[config.mk]
export PLATFORM = sky130hd
export DESIGN_NAME = reg_rr_arbiter
export DESIGN_NICKNAME = d
export VERILOG_FILES = /design/src/rtl/reg_arb_pkg.sv /design/src/rtl/reg_arb_rr_ptr.sv /design/src/rtl/reg_rr_arbiter.sv
export SDC_FILE = /design/constraint.sdc
export NUM_CORES = 1
export LEC_CHECK = 0
export CORE_AREA = 2 2 202 204
export CTS_CLUSTER_SIZE = 24
export DETAILED_ROUTE_END_ITERATION = 8
export DIE_AREA = 0 0 204 206
export HOLD_SLACK_MARGIN = 0.1
export MAX_ROUTING_LAYER = met4
export PLACE_DENSITY = 0.41
export SYNTH_ARGS = -nofsm -noshare
export SYNTH_HDL_FRONTEND = slang
export SYNTH_HIERARCHICAL = 1
export SYNTH_SLANG_ARGS = --single-unit
[constraint.sdc]
create_clock -name clk_i -period 1.9 [get_ports clk_i]
set_input_delay 0.19 -clock clk_i [delete_from_list [all_inputs] [get_ports clk_i]]
set_output_delay 0.19 -clock clk_i [all_outputs]
set_load 0.01 [all_outputs]
[src/rtl/reg_arb_pkg.sv]
// rtl/reg_arb_pkg.sv - State type, default reg-bus structs and round-robin pick function for reg_rr_arbiter
package reg_arb_pkg;

    localparam int unsigned MaxReq  = 32;
    localparam int unsigned MaxIdxW = $clog2(MaxReq);

    typedef enum logic {
        Idle = 1'b0,
        Busy = 1'b1
    } state_e;

    typedef struct packed {
        logic [31:0] addr;
        logic        write;
        logic [31:0] wdata;
        logic [3:0]  wstrb;
        logic        valid;
    } reg_req_t;

    typedef struct packed {
        logic [31:0] rdata;
        logic        error;
        logic        ready;
    } reg_rsp_t;

    // First set bit of valid[num-1:0] found searching ptr, ptr+1, ... and wrapping at num.
    function automatic logic [31:0] rr_pick(
        input logic [MaxReq-1:0] valid,
        input logic [31:0]       ptr,
        input logic [31:0]       num
    );
        logic [31:0] idx;
        logic [31:0] result;
        logic        found;
        result = '0;
        found  = 1'b0;
        for (int i = 0; i < MaxReq; i++) begin
            idx = ptr + 32'(i);
            if (idx >= num) begin
                idx = idx - num;
            end
            if (!found && (32'(i) < num) && valid[idx[MaxIdxW-1:0]]) begin
                found  = 1'b1;
                result = idx;
            end
        end
        return result;
    endfunction

endpackage

[src/rtl/reg_arb_rr_ptr.sv]
// rtl/reg_arb_rr_ptr.sv - Round-robin priority pointer; moves to the slot after the finished grant
module reg_arb_rr_ptr #(
    parameter int unsigned NumReq = 4,
    parameter int unsigned IdxW   = 2
) (
    input  logic            clk_i,
    input  logic            rst_i,
    input  logic            adv_i,
    input  logic [IdxW-1:0] gnt_i,
    output logic [IdxW-1:0] ptr_o
);

    logic [IdxW-1:0] r_ptr;
    logic [IdxW-1:0] w_ptr_next;

    always_comb begin
        w_ptr_next = r_ptr;
        if (adv_i) begin
            if (gnt_i == IdxW'(NumReq - 1)) begin
                w_ptr_next = '0;
            end else begin
                w_ptr_next = gnt_i + IdxW'(1);
            end
        end
    end

    always_ff @(posedge clk_i or posedge rst_i) begin
        if (rst_i) begin
            r_ptr <= '0;
        end else begin
            r_ptr <= w_ptr_next;
        end
    end

    assign ptr_o = r_ptr;

endmodule

[src/rtl/reg_rr_arbiter.sv]
// rtl/reg_rr_arbiter.sv - Round-robin arbiter sharing one reg-bus slave among NumReq masters
// Optional Busy watchdog enabled by REG_ARB_TIMEOUT_EN.
module reg_rr_arbiter
    import reg_arb_pkg::*;
#(
    parameter int unsigned  NumReq        = 4,
    parameter type          req_t         = reg_req_t,
    parameter type          rsp_t         = reg_rsp_t,
    parameter int unsigned  TimeoutCycles = 1024,
    localparam int unsigned IdxW          = (NumReq > 1) ? $clog2(NumReq) : 1
) (
    input  logic            clk_i,
    input  logic            rst_i,
    input  req_t            req_i [NumReq],
    output rsp_t            rsp_o [NumReq],
    output req_t            req_o,
    input  rsp_t            rsp_i,
    output logic            busy_o,
    output logic [IdxW-1:0] gnt_idx_o
);

    if ((NumReq < 1) || (NumReq > MaxReq) || (TimeoutCycles < 2)) begin : g_bad_param
        $error("reg_rr_arbiter: NumReq must be 1..%0d and TimeoutCycles >= 2", MaxReq);
    end

    state_e            r_state;
    state_e            w_state_d;
    logic [IdxW-1:0]   r_gnt_q;
    logic [IdxW-1:0]   w_rr_ptr;
    logic [IdxW-1:0]   w_winner;
    logic [NumReq-1:0] w_valid;
    logic [31:0]       w_pick;
    logic              w_any_valid;
    logic              w_done;
    logic              w_tmo_hit;

    always_comb begin
        w_valid = '0;
        for (int k = 0; k < NumReq; k++) begin
            w_valid[k] = req_i[k].valid;
        end
    end

    assign w_any_valid = |w_valid;
    assign w_pick      = rr_pick(MaxReq'(w_valid), 32'(w_rr_ptr), 32'(NumReq));
    assign w_winner    = IdxW'(w_pick);

`ifdef REG_ARB_TIMEOUT_EN
    localparam int unsigned TmoW = $clog2(TimeoutCycles + 1);

    logic [TmoW-1:0] r_tmo_cnt;

    // Held at zero outside Busy so every grant starts a fresh count.
    always_ff @(posedge clk_i or posedge rst_i) begin
        if (rst_i) begin
            r_tmo_cnt <= '0;
        end else if (r_state != Busy) begin
            r_tmo_cnt <= '0;
        end else begin
            r_tmo_cnt <= r_tmo_cnt + TmoW'(1);
        end
    end

    assign w_tmo_hit = (r_state == Busy) && (r_tmo_cnt == TmoW'(TimeoutCycles - 1)) && !rsp_i.ready;
`else
    assign w_tmo_hit = 1'b0;
`endif

    always_comb begin
        w_state_d = r_state;
        w_done    = 1'b0;
        req_o     = '0;
        for (int k = 0; k < NumReq; k++) begin
            rsp_o[k] = '0;
        end
        case (r_state)
            Idle: begin
                if (w_any_valid) begin
                    w_state_d = Busy;
                end
            end
            Busy: begin
                req_o          = req_i[r_gnt_q];
                rsp_o[r_gnt_q] = rsp_i;
                // A real slave response always beats the watchdog in the same cycle.
                if (rsp_i.ready) begin
                    w_done    = 1'b1;
                    w_state_d = Idle;
                end else if (w_tmo_hit) begin
                    req_o.valid          = 1'b0;
                    rsp_o[r_gnt_q].rdata = '0;
                    rsp_o[r_gnt_q].error = 1'b1;
                    rsp_o[r_gnt_q].ready = 1'b1;
                    w_done               = 1'b1;
                    w_state_d            = Idle;
                end else if (!req_i[r_gnt_q].valid) begin
                    w_state_d = Idle;
                end
            end
            default: w_state_d = Idle;
        endcase
    end

    always_ff @(posedge clk_i or posedge rst_i) begin
        if (rst_i) begin
            r_state <= Idle;
            r_gnt_q <= '0;
        end else begin
            r_state <= w_state_d;
            if ((r_state == Idle) && w_any_valid) begin
                r_gnt_q <= w_winner;
            end
        end
    end

    reg_arb_rr_ptr #(
        .NumReq (NumReq),
        .IdxW   (IdxW)
    ) u_rr_ptr (
        .clk_i  (clk_i),
        .rst_i  (rst_i),
        .adv_i  (w_done),
        .gnt_i  (r_gnt_q),
        .ptr_o  (w_rr_ptr)
    );

    assign busy_o    = (r_state == Busy);
    assign gnt_idx_o = r_gnt_q;

endmodule

==> results by group, run 1 <==
Timing
  • Final Cycle Share: 112%
  • Setup violators final: 115
  • Normalized max-slew margin: 73.8%
  • Max-slew violation count: 0
  • RSZ-0062 raised after global routing: yes
  • Clk_skew: 0.00345 ns
  • Hold Vio Cnt, Final: 0
  • Final WS setup: -0.227 ns
  • Achievable Freq: 470 MHz
  • Post-route minimum period: 2.13 ns
  • Worst-Margin Slew: 0.391 ns

Final layout
  • Commonest non-fill, non-tap cells in the layout: clkdlybuf4s50_1 (318), nor2_1 (112), mux4_2 (70), buf_4 (65), buf_6 (64)
  • Finished Cell Area: 10700 sq um
  • Share of cells above drive strength 1: 39.1%
  • Commonest non-fill, non-tap cell in the layout: clkdlybuf4s50_1
  • # fillers: 4350
  • Area Overhead vs Synth: 215%
  • Fin nets: 1344

Synth
  • Mapped Cells: 416
  • Share of the synthesized area in the top cell type: 46.2%
  • Ys Warns: 6
  • Synth unique cells: 31
  • Synth area leader: mux4_2
  • Synth area leaders: mux4_2 (46%), nor2_1 (16%), and2_1 (13%)
  • Synthesized flop and latch total: 5
  • Syn_nets: 737
  • Mean post-synth cell area: 8.20 sq um
  • Register area share after synthesis: 3.67%
  • Netlist Area Pre-Place: 3410 sq um

Place
  • Post-DP Area: 9860 sq um
  • DP HPWL: 24600 um
  • Count of input and output buffers: 524
  • Dpl ws: -0.284 ns
  • RePlAce Congestion: 0.860

Route
  • Remaining DRCs: 0
  • Total number of vias: 5782
  • Drt first pass iters: 4
  • Initial DRC count: 268
  • WL final: 29400 um
  • Drt via density: 3.72
  • Routed len/inst: 18.9 um
  • Antenna Violating Nets Remaining: 0

Die
  • Core Footprint: 40200 sq um
  • Die W: 204 um
  • Starting Density: 8.48%
  • Die Span Y: 206 um
  • Die area: 42000 sq um
  • Top Ports: 525
  • # rows: 74

Setup path
  • Critical path startpoint: gnt_idx_o[0]
  • Total stage count of the critical path: 5
  • Crit-path slowest cell: mux4_2
  • Maximum fanout along the worst path: 8
  • WS Path Type: reg -> out
  • Worst Setup End Kind: primary output
  • CP top delay family: buffers and inverters
  • CP endpoint: req_o[12]
  • Minimum setup slack among reg-to-reg paths: 0.02 ns
  • CP Launch Type: flip-flop
  • Reg2reg end: gnt_idx_o[0]
  • Worst r2r src: u_rr_ptr/ptr_o[0]
  • Critical path's largest stage delay: 0.50 ns
  • Bufs and invs on worst path: 3
  • Number of cells on the worst reg-to-reg path: 6
  • Req. time, crit path: 1.71 ns
  • WP data arrival: 1.94 ns
  • Worst-path cell chain: buf_12 -> buf_6 -> mux4_2 -> and2_1 -> dlygate4sd2_1

GRT
  • First-pass GRT wire length: 38900 um
  • GRT Util Overall: 12.7%
  • GRT overflow: 0
  • Largest net degree at the start of global routing: 33
  • Vias in the first global route: 5740
  • Initial antenna violation count: 2

Power and ir drop
  • Clk pwr share: 2.6%
  • Combinational power share: 95.0%
  • Leakage: 5.10 nW
  • Switching power total: 5.74 mW
  • Total power: 13.5 mW
  • P per Cell Area: 1250 nW/um^2
  • Pint: 7.71 mW
  • Worst VDD drop: 0.000378 V
  • Sw Share: 42.7%
  • Sequential share of power: 2.4%

Clock network
  • CTS sink cnt: 5
  • TritonCTS Buffers: 3
  • Root Buffer Master: clkbuf_16
  • Hold buffer count at cts: 0
  • Clk_lat worst skew: 0.23 ns
  • Max Root-Sink Buffers: 2
  • Reg clk slew, reported paths: 0.04 ns
  • TritonCTS clock tree: done
  • H-tree depth: 1

Outcome
  • Status: finished with violations
  • Failing checks: setup timing

Hold path
  • Worst Hold Class: in -> async

Job
  • Max-cap violations: 0
metal layers:
layer / vias to the layer above / track usage [%] / wire length, um
met2: 256 / 22.8 / 15300
li1: 2680 / - / -
met5: - / - / 0
met4: 0 / 1.71 / 282
met3: 24 / 2.54 / 2020
met1: 2822 / 15.1 / 11800
power by group through the flow:
stage	logic, mW	clock network, mW	registers [mW]
4_1_cts	10.9	0.357	0.340
3_3_place_gp	11.2	0	0.338
2_1_floorplan	5.20	0	0.239
6_report	12.8	0.348	0.326
5_1_grt	13.7	0.364	0.349
3_5_place_dp	11.2	0	0.343
synthesized netlist by cell type:
cell type / number
mux2_4: 2
dfrtp_1: 5
o31ai_1: 1
or2_2: 1
o22ai_1: 1
clkbuf_8: 2
nand2b_1: 2
or2_1: 1
inv_1: 5
nand2_1: 36
nor4_1: 2
nor3_1: 3
mux2i_1: 8
and2b_2: 1
nand3b_1: 1
mux4_2: 70
and2_1: 70
buf_1: 1
a2111oi_1: 2
o32ai_1: 1
nor2_1: 145
buf_2: 8
o211ai_1: 1
ha_1: 5
clkbuf_1: 32
buf_4: 1
a31oi_1: 2
mux2_2: 3
buf_6: 2
o21ai_0: 1
a21o_1: 1
what timing repair did:
item	CTS	global route
cloned	0	7
resized for setup	320	369
setup endpoints to repair	208	162
buffers inserted	12	39
pin swaps	5	35
flip-flops by register name, indices dropped and copies added (netlist names):
name / flops
busy_o: 1
gnt_idx_o: 2
u_rr_ptr/ptr_o: 2
area by class of cell:
type                       instances  area, sq um  share of cell area [%]
sequential                         5          138                    1.28
antenna                            2         5.00                  0.0466
multi-input combinational        361         3430                    31.9
tap                              532          666                    6.19
clock inverter                     1         5.00                  0.0466
clock buffer                       3         75.1                   0.699
inverter                           5         21.3                   0.198
timing repair buffer             647         6410                    59.6
how the worst min path moves through the flow:
stage               slack [ns]                end  cells past startpoint   from
floorplan                -0.07  u_rr_ptr/ptr_o[0]                      1  rst_i
global placement          0.43  u_rr_ptr/ptr_o[1]                      2  rst_i
detailed placement        0.41  u_rr_ptr/ptr_o[1]                      2  rst_i
CTS                       0.17  u_rr_ptr/ptr_o[1]                      2  rst_i
global route              0.19  u_rr_ptr/ptr_o[1]                      2  rst_i
finish                    0.17  u_rr_ptr/ptr_o[1]                      2  rst_i
kinds of logic (layout without fill, tap and decap cells):
kind of cell / Yosys count / in the layout / synth area share (%)
DFF: 5 / 5 / 3.67
and+or+nand+nor: 262 / 263 / 34.8
other: 0 / 2 / 0
AOI/OAI and AO/OA: 10 / 10 / 2.20
muxes: 83 / 83 / 50.5
buffers and inverters: 51 / 656 / 7.05
adders and majority gates: 5 / 5 / 1.83
worst register-to-register path, cell delays in order, from the launching register on:
cell and delay, ns:
dfrtp_2 0.44, buf_4 0.15, ha_1 0.26, a2111oi_4 0.40
or2_1 0.18, o211ai_1 0.10, a31oi_2 0.24
metrics by stage:
step	util (%)	hold WS, ns	instances	TNS (ns)
after global routing	26.7	0.187	1556	-18.97
after floorplan	-	-0.0688	416	-0.0770
after global placement	24.5	0.428	1493	-24.43
after CTS	24.7	0.169	1509	-24.83
final	26.7	0.168	1556	-11.18
after detailed placement	24.5	0.412	1493	-25.73
No activity file was read; power rests on OpenSTA's default activity.
==> run 2: changes to the inputs <==
- CORE_AREA: 2 2 202 204 -> 2 2 205 207
- DIE_AREA: 0 0 204 206 -> 0 0 207 209
- DONT_BUFFER_PORTS: unset -> 1
- GPL_TIMING_DRIVEN: unset -> 0
- PLACE_DENSITY: 0.41 -> 0.3
==> run 2 against run 1 <==
Compared with the run above:
- the flow still finishes with violations (setup timing)
- core utilization decreased by 13 points
- power shrank 22%
- critical path depth down 1
- sequential power increased by 6%
- clock skew decreased by 0.0023 ns
- clock power is 2% lower
- via count is 33% lower
- sequential cell count did not move
- global-route usage is 2.8 points lower
==> results by group, run 2 (synthesis gave the netlist of run 1 again) <==
Timing
  • Worst-Margin Slew: 0.557 ns (+0.166 ns)
  • Max-slew violation count: 0 (unchanged)
  • Final WS setup: -0.153 ns (+0.0731 ns)
  • Setup violators final: 111 (-3.5%)
  • Final Cycle Share: 108% (-3.8 points)
  • Setup_tns: -9.14 ns (+2.04 ns)
  • Post-route minimum period: 2.05 ns (-0.0731 ns)
  • Achievable Freq: 487 MHz (+3.6%)
  • Hold Vio Cnt, Final: 0 (unchanged)
  • Clk_skew: 0.00116 ns (-0.00229 ns)
  • Normalized max-slew margin: 62.9% (-11 points)
  • RSZ-0062 raised after global routing: yes

Clock network
  • Clk_lat worst skew: 0.22 ns (about the same)
  • TritonCTS Buffers: 3 (unchanged)
  • TritonCTS clock tree: done
  • CTS sink cnt: 5 (unchanged)
  • Max Root-Sink Buffers: 2 (unchanged)
  • Root Buffer Master: clkbuf_16
  • H-tree depth: 1 (unchanged)
  • Reg clk slew, reported paths: 0.03 ns (about the same)

Route
  • Remaining DRCs: 0 (unchanged)
  • Total number of vias: 3858 (-33%)
  • Initial DRC count: 284 (+6.0%)
  • Antenna Violating Nets Remaining: 0 (unchanged)
  • WL final: 24500 um (-17%)
  • Routed len/inst: 24.8 um (+31%)
  • Drt via density: 3.90 (+5.1%)
  • Drt first pass iters: 4 (unchanged)

Place
  • RePlAce Congestion: 1.05 (+22%)
  • Count of input and output buffers: 0 (-100%)
  • Post-DP Area: 4130 sq um (-58%)
  • DP HPWL: 19900 um (-19%)

GRT
  • Largest net degree at the start of global routing: 11 (-67%)
  • Initial antenna violation count: 12 (+10)
  • First-pass GRT wire length: 30300 um (-22%)
  • Vias in the first global route: 3446 (-40%)
  • GRT Util Overall: 9.94% (-2.8 points)
  • GRT overflow: 0 (unchanged)

Setup path
  • Maximum fanout along the worst path: 8 (unchanged)
  • Worst Setup End Kind: primary output
  • WP data arrival: 1.86 ns (-0.08 ns)
  • CP Launch Type: flip-flop
  • Req. time, crit path: 1.71 ns (about the same)
  • WS Path Type: reg -> out

Power and ir drop
  • Total power: 10.5 mW (-22%)
  • P per Cell Area: 1920 nW/um^2 (+53%)
  • Leakage: 1.77 nW (-65%)
  • Worst VDD drop: 0.000509 V (+35%)

Hold path
  • Worst Hold Class: in -> reg

Final layout
  • Share of cells above drive strength 1: 79.7% (+41 points)
  • Commonest non-fill, non-tap cells in the layout: nor2_2 (108), mux4_2 (70), and2_4 (63), nand2_1 (29), nor2_1 (28)
  • Fin nets: 760 (-43%)
  • Area Overhead vs Synth: 60.4%
  • # fillers: 4690 (+7.8%)
  • Finished Cell Area: 5470 sq um (-49%)
  • Commonest non-fill, non-tap cell in the layout: nor2_2

Die
  • Core Footprint: 41300 sq um (+2.8%)
  • # rows: 75 (+1.4%)
  • Die W: 207 um (+1.5%)
  • Die Span Y: 209 um (+1.5%)
  • Die area: 43300 sq um (+2.9%)
  • Starting Density: 8.26% (-0.23 points)
  • Top Ports: 525 (unchanged)

Job
  • Max-cap violations: 0 (unchanged)

Outcome
  • Failing checks: setup timing
  • Status: finished with violations
==> run 2: changes by cell type in the layout (fill, tap and decap cells not counted), sizes merged <==
| cell | previous run | this run |
|---|---|---|
| diode | 2 | 11 |
| buf | 194 | 30 |
| dlygate4sd3 | 0 | 1 |
| or2 | 3 | 2 |
| clkinv | 1 | 0 |
| dlymetal6s2s | 39 | 0 |
| clkbuf | 44 | 37 |
| clkdlybuf4s50 | 318 | 0 |
| dlygate4sd2 | 45 | 0 |
| clkdlybuf4s15 | 10 | 0 |
==> run 2: through the flow <==
step,hold slack (ns),util [%],cells,setup WS [ns]
after floorplan,-0.0688,-,416,-0.0770
final,0.257,13.2,988,-0.153
after global placement,-0.0614,10.0,955,-1.27
after global routing,0.276,13.2,986,-0.238
after CTS,0.259,11.5,965,-0.224
after detailed placement,-0.0591,10.0,955,-1.24
==> run 2: path summary, 6_finish.rpt <==
check,endpoint,startpoint,cells past startpoint,slack (ns)
hold / removal,gnt_idx_o[0],req_i[70],3,0.26
max in group asynchronous,gnt_idx_o[1],rst_i,2,1.44
hold reg to reg,u_rr_ptr/ptr_o[0],u_rr_ptr/ptr_o[0],2,0.70
min in group asynchronous,u_rr_ptr/ptr_o[1],rst_i,2,0.30
setup / recovery,req_o[7],gnt_idx_o[0],4,-0.15
setup reg to reg,gnt_idx_o[0],u_rr_ptr/ptr_o[1],7,0.04
==> run 2: cell type report <==
type	instances	area [sq um]	share of cell area, %
inverters	5	28.8	0.526
multi-input cells	360	3690	67.4
diodes	11	27.5	0.503
clock buffers	4	78.8	1.44
plain buffers	42	509	9.31
flip-flops and latches	5	134	2.45
well taps	539	674	12.3
repair buffers	22	330	6.04
==> run 2: critical path, cell delays in order, from the launching register on <==
cell,delay [ns]
dfrtp_4,0.55
buf_12,0.20
buf_12,0.14
mux4_2,0.54
and2_4,0.20
==> run 2: repair_timing <==
item,CTS,global route
endpoints found under the setup margin,211,196
setup buffers,9,3
hold endpoints to repair,5,0
gates cloned,0,9
pin swaps,9,10
gates resized for setup,169,167
hold buffers,1,0
==> run 2: power by group <==
part | internal [mW] | switching, mW | leakage [nW] | total (mW)
combinational | 4.59 | 5.23 | 1.67 | 9.82
sequential | 0.182 | 0.163 | 0.0560 | 0.345
clock | 0.278 | 0.0635 | 0.0382 | 0.341
==> run 2: per-layer routing <==
layer	track usage [%]	routed length, um
met1	13.7	10700
met2	14.7	11300
met3	3.14	2260
met4	1.01	252
met5	-	0
==> run 3: changes to the inputs <==
- clock period: 1.9 -> 2.23 ns (I/O delays scaled with it)
==> run 3 against run 2 <==
Compared with the run above:
- critical path type unchanged
- register-to-register slack better by 0.07 ns
- clock skew down 0.00093 ns
- critical endpoint unchanged
- core utilization down 2.6 points
- the flow now finishes without violations
- die area unchanged
- clock power down 14%
- sequential power down 31%
==> results by group, run 3 (synthesis gave the netlist of run 1 again) <==
Outcome
  • Status: finished, final reports clean

Setup path
  • Worst r2r src: u_rr_ptr/ptr_o[0]
  • CP endpoint: req_o[7]
  • Bufs and invs on worst path: 2 (unchanged)
  • Reg2reg end: gnt_idx_o[1]
  • Total stage count of the critical path: 4 (unchanged)
  • WP data arrival: 1.97 ns (+0.11 ns)
  • Worst Setup End Kind: primary output
  • Critical path startpoint: gnt_idx_o[1]
  • Number of cells on the worst reg-to-reg path: 9 (+2)
  • Req. time, crit path: 2.01 ns (+0.30 ns)
  • Worst-path cell chain: clkbuf_8 -> buf_2 -> mux4_2 -> and2_1
  • Critical path's largest stage delay: 0.47 ns (-0.08 ns)
  • CP top delay family: buffers and inverters
  • Minimum setup slack among reg-to-reg paths: 0.11 ns (+0.07 ns)
  • CP Launch Type: flip-flop
  • Maximum fanout along the worst path: 10 (+2)
  • WS Path Type: reg -> out
  • Crit-path slowest cell: dfrtp_2

Timing
  • Normalized max-slew margin: 68.7% (+5.9 points)
  • Max-slew violation count: 0 (unchanged)
  • Final Cycle Share: 98.3%
  • Hold Vio Cnt, Final: 0 (unchanged)
  • Clk_skew: 0.000233 ns (-0.000929 ns)
  • Achievable Freq: 456 MHz
  • Post-route minimum period: 2.19 ns
  • Worst-Margin Slew: 0.469 ns (-0.0878 ns)
  • Setup violators final: 0 (-100%)
  • RSZ-0062 raised after global routing: yes

Final layout
  • # fillers: 4765 (+1.6%)
  • Layout Utilization: 10.7% (-2.6 points)
  • Area Overhead vs Synth: 29.5%
  • Fin nets: 743 (-2.2%)
  • Share of cells above drive strength 1: 37.1% (-43 points)
  • Commonest non-fill, non-tap cell in the layout: nor2_1
  • Commonest non-fill, non-tap cells in the layout: nor2_1 (118), mux4_2 (70), and2_1 (70), nand2_1 (34), nor2_2 (25)

Power and ir drop
  • Worst VDD drop: 0.000778 V (+53%)
  • P per Cell Area: 1490 nW/um^2 (-23%)
  • Leakage: 1.40 nW (-21%)
  • Total power: 6.56 mW (-38%)

Die
  • Die area: 43300 sq um (unchanged)
  • Starting Density: 8.26% (unchanged)
  • Top Ports: 525 (unchanged)
  • Die W: 207 um (unchanged)
  • Die Span Y: 209 um (unchanged)
  • Core Footprint: 41300 sq um (unchanged)
  • # rows: 75 (unchanged)

Hold path
  • Worst Hold Class: in -> reg

Clock network
  • H-tree depth: 1 (unchanged)
  • CTS sink cnt: 5 (unchanged)
  • TritonCTS clock tree: done
  • TritonCTS Buffers: 3 (unchanged)
  • Max Root-Sink Buffers: 2 (unchanged)
  • Root Buffer Master: clkbuf_16
  • Reg clk slew, reported paths: 0.03 ns (about the same)
  • Clk_lat worst skew: 0.22 ns (about the same)

Place
  • RePlAce Congestion: 1.01 (-4.1%)
  • Count of input and output buffers: 0 (unchanged)
  • DP HPWL: 18400 um (-7.7%)

Route
  • Drt via density: 3.77 (-3.4%)
  • Remaining DRCs: 0 (unchanged)
  • Routed len/inst: 21.6 um (-13%)
  • Drt first pass iters: 5 (+1)
  • WL final: 21000 um (-14%)
  • Total number of vias: 3665 (-5.0%)
  • Initial DRC count: 309 (+8.8%)
  • Antenna Violating Nets Remaining: 0 (unchanged)

GRT
  • Largest net degree at the start of global routing: 11 (unchanged)
  • Vias in the first global route: 3341 (-3.0%)
  • GRT Util Overall: 8.81% (-1.1 points)
  • First-pass GRT wire length: 27200 um (-10%)
  • Initial antenna violation count: 13 (+1)
  • GRT overflow: 0 (unchanged)

Job
  • Max-cap violations: 0 (unchanged)
run 3: what timing repair did:
action | in CTS | in global routing
setup buffers | 1 | 1
setup endpoints to repair | 205 | 79
resized for setup | 64 | 29
pin swaps | 5 | 3
gates cloned | 0 | 0
hold buffers | 1 | 0
hold endpoints to repair | 5 | 0
run 3: report_power, final:
part | total [mW] | switching (mW) | internal [mW] | leakage, nW
clock network | 0.292 | 0.0553 | 0.237 | 0.0382
registers | 0.239 | 0.0937 | 0.146 | 0.0558
logic | 6.03 | 3.66 | 2.36 | 1.31
run 3: routing by layer:
metal | vias to the layer above | routed length [um] | GRT usage [%] | part of all wire, %
li1 | 1496 | - | - | -
met1 | 1871 | 8750 | 11.4 | 42
met2 | 286 | 9700 | 13.1 | 46
met3 | 12 | 2280 | 3.70 | 11
met4 | 0 | 238 | 1.16 | 1.1
met5 | - | 0 | - | 0
run 3: worst register-to-register path, delay by kind of cell, from the launching register on:
kind,cells,cell delay [ns]
AO/OA/AOI/OAI,3,0.72
adder cells (fa/ha/maj),1,0.23
flip-flops,1,0.41
AND/OR/NAND/NOR,1,0.09
buffers and inverters,3,0.40
multiplexers,1,0.13
run 3: through the flow:
step           area, sq um  setup TNS, ns  worst slack, ns  hold WS, ns  std cells
2_1_floorplan         3410              0            0.179      -0.0358        416
6_report              4420              0           0.0389        0.288        972
3_5_place_dp          4080         -77.45           -0.838      -0.0311        955
4_1_cts               4310        -0.0214          -0.0117        0.289        959
3_3_place_gp          4080         -76.29           -0.805      -0.0254        955
5_1_grt               4420        -0.0170          -0.0140        0.344        972
run 3: final cells by class:
class                      instances  area, sq um  area share [%]
inverter                           5         18.8           0.425
sequential                         5          129            2.92
tap                              539          674            15.3
antenna                           12         30.0           0.680
multi-input combinational        360         3140            71.1
timing repair buffer               3         25.0           0.567
buffer                            44          320            7.25
clock buffer                       4         78.8            1.79
run 3: worst min path at each step:
stage	start	endpoint	slack, ns	depth (start not counted)
after detailed placement	rst_i	u_rr_ptr/ptr_o[0]	-0.03	1
after global placement	rst_i	u_rr_ptr/ptr_o[0]	-0.03	1
final	req_i[210]	gnt_idx_o[0]	0.29	3
after CTS	req_i[210]	gnt_idx_o[0]	0.29	3
after global routing	req_i[210]	gnt_idx_o[0]	0.34	3
after floorplan	rst_i	u_rr_ptr/ptr_o[0]	-0.04	1
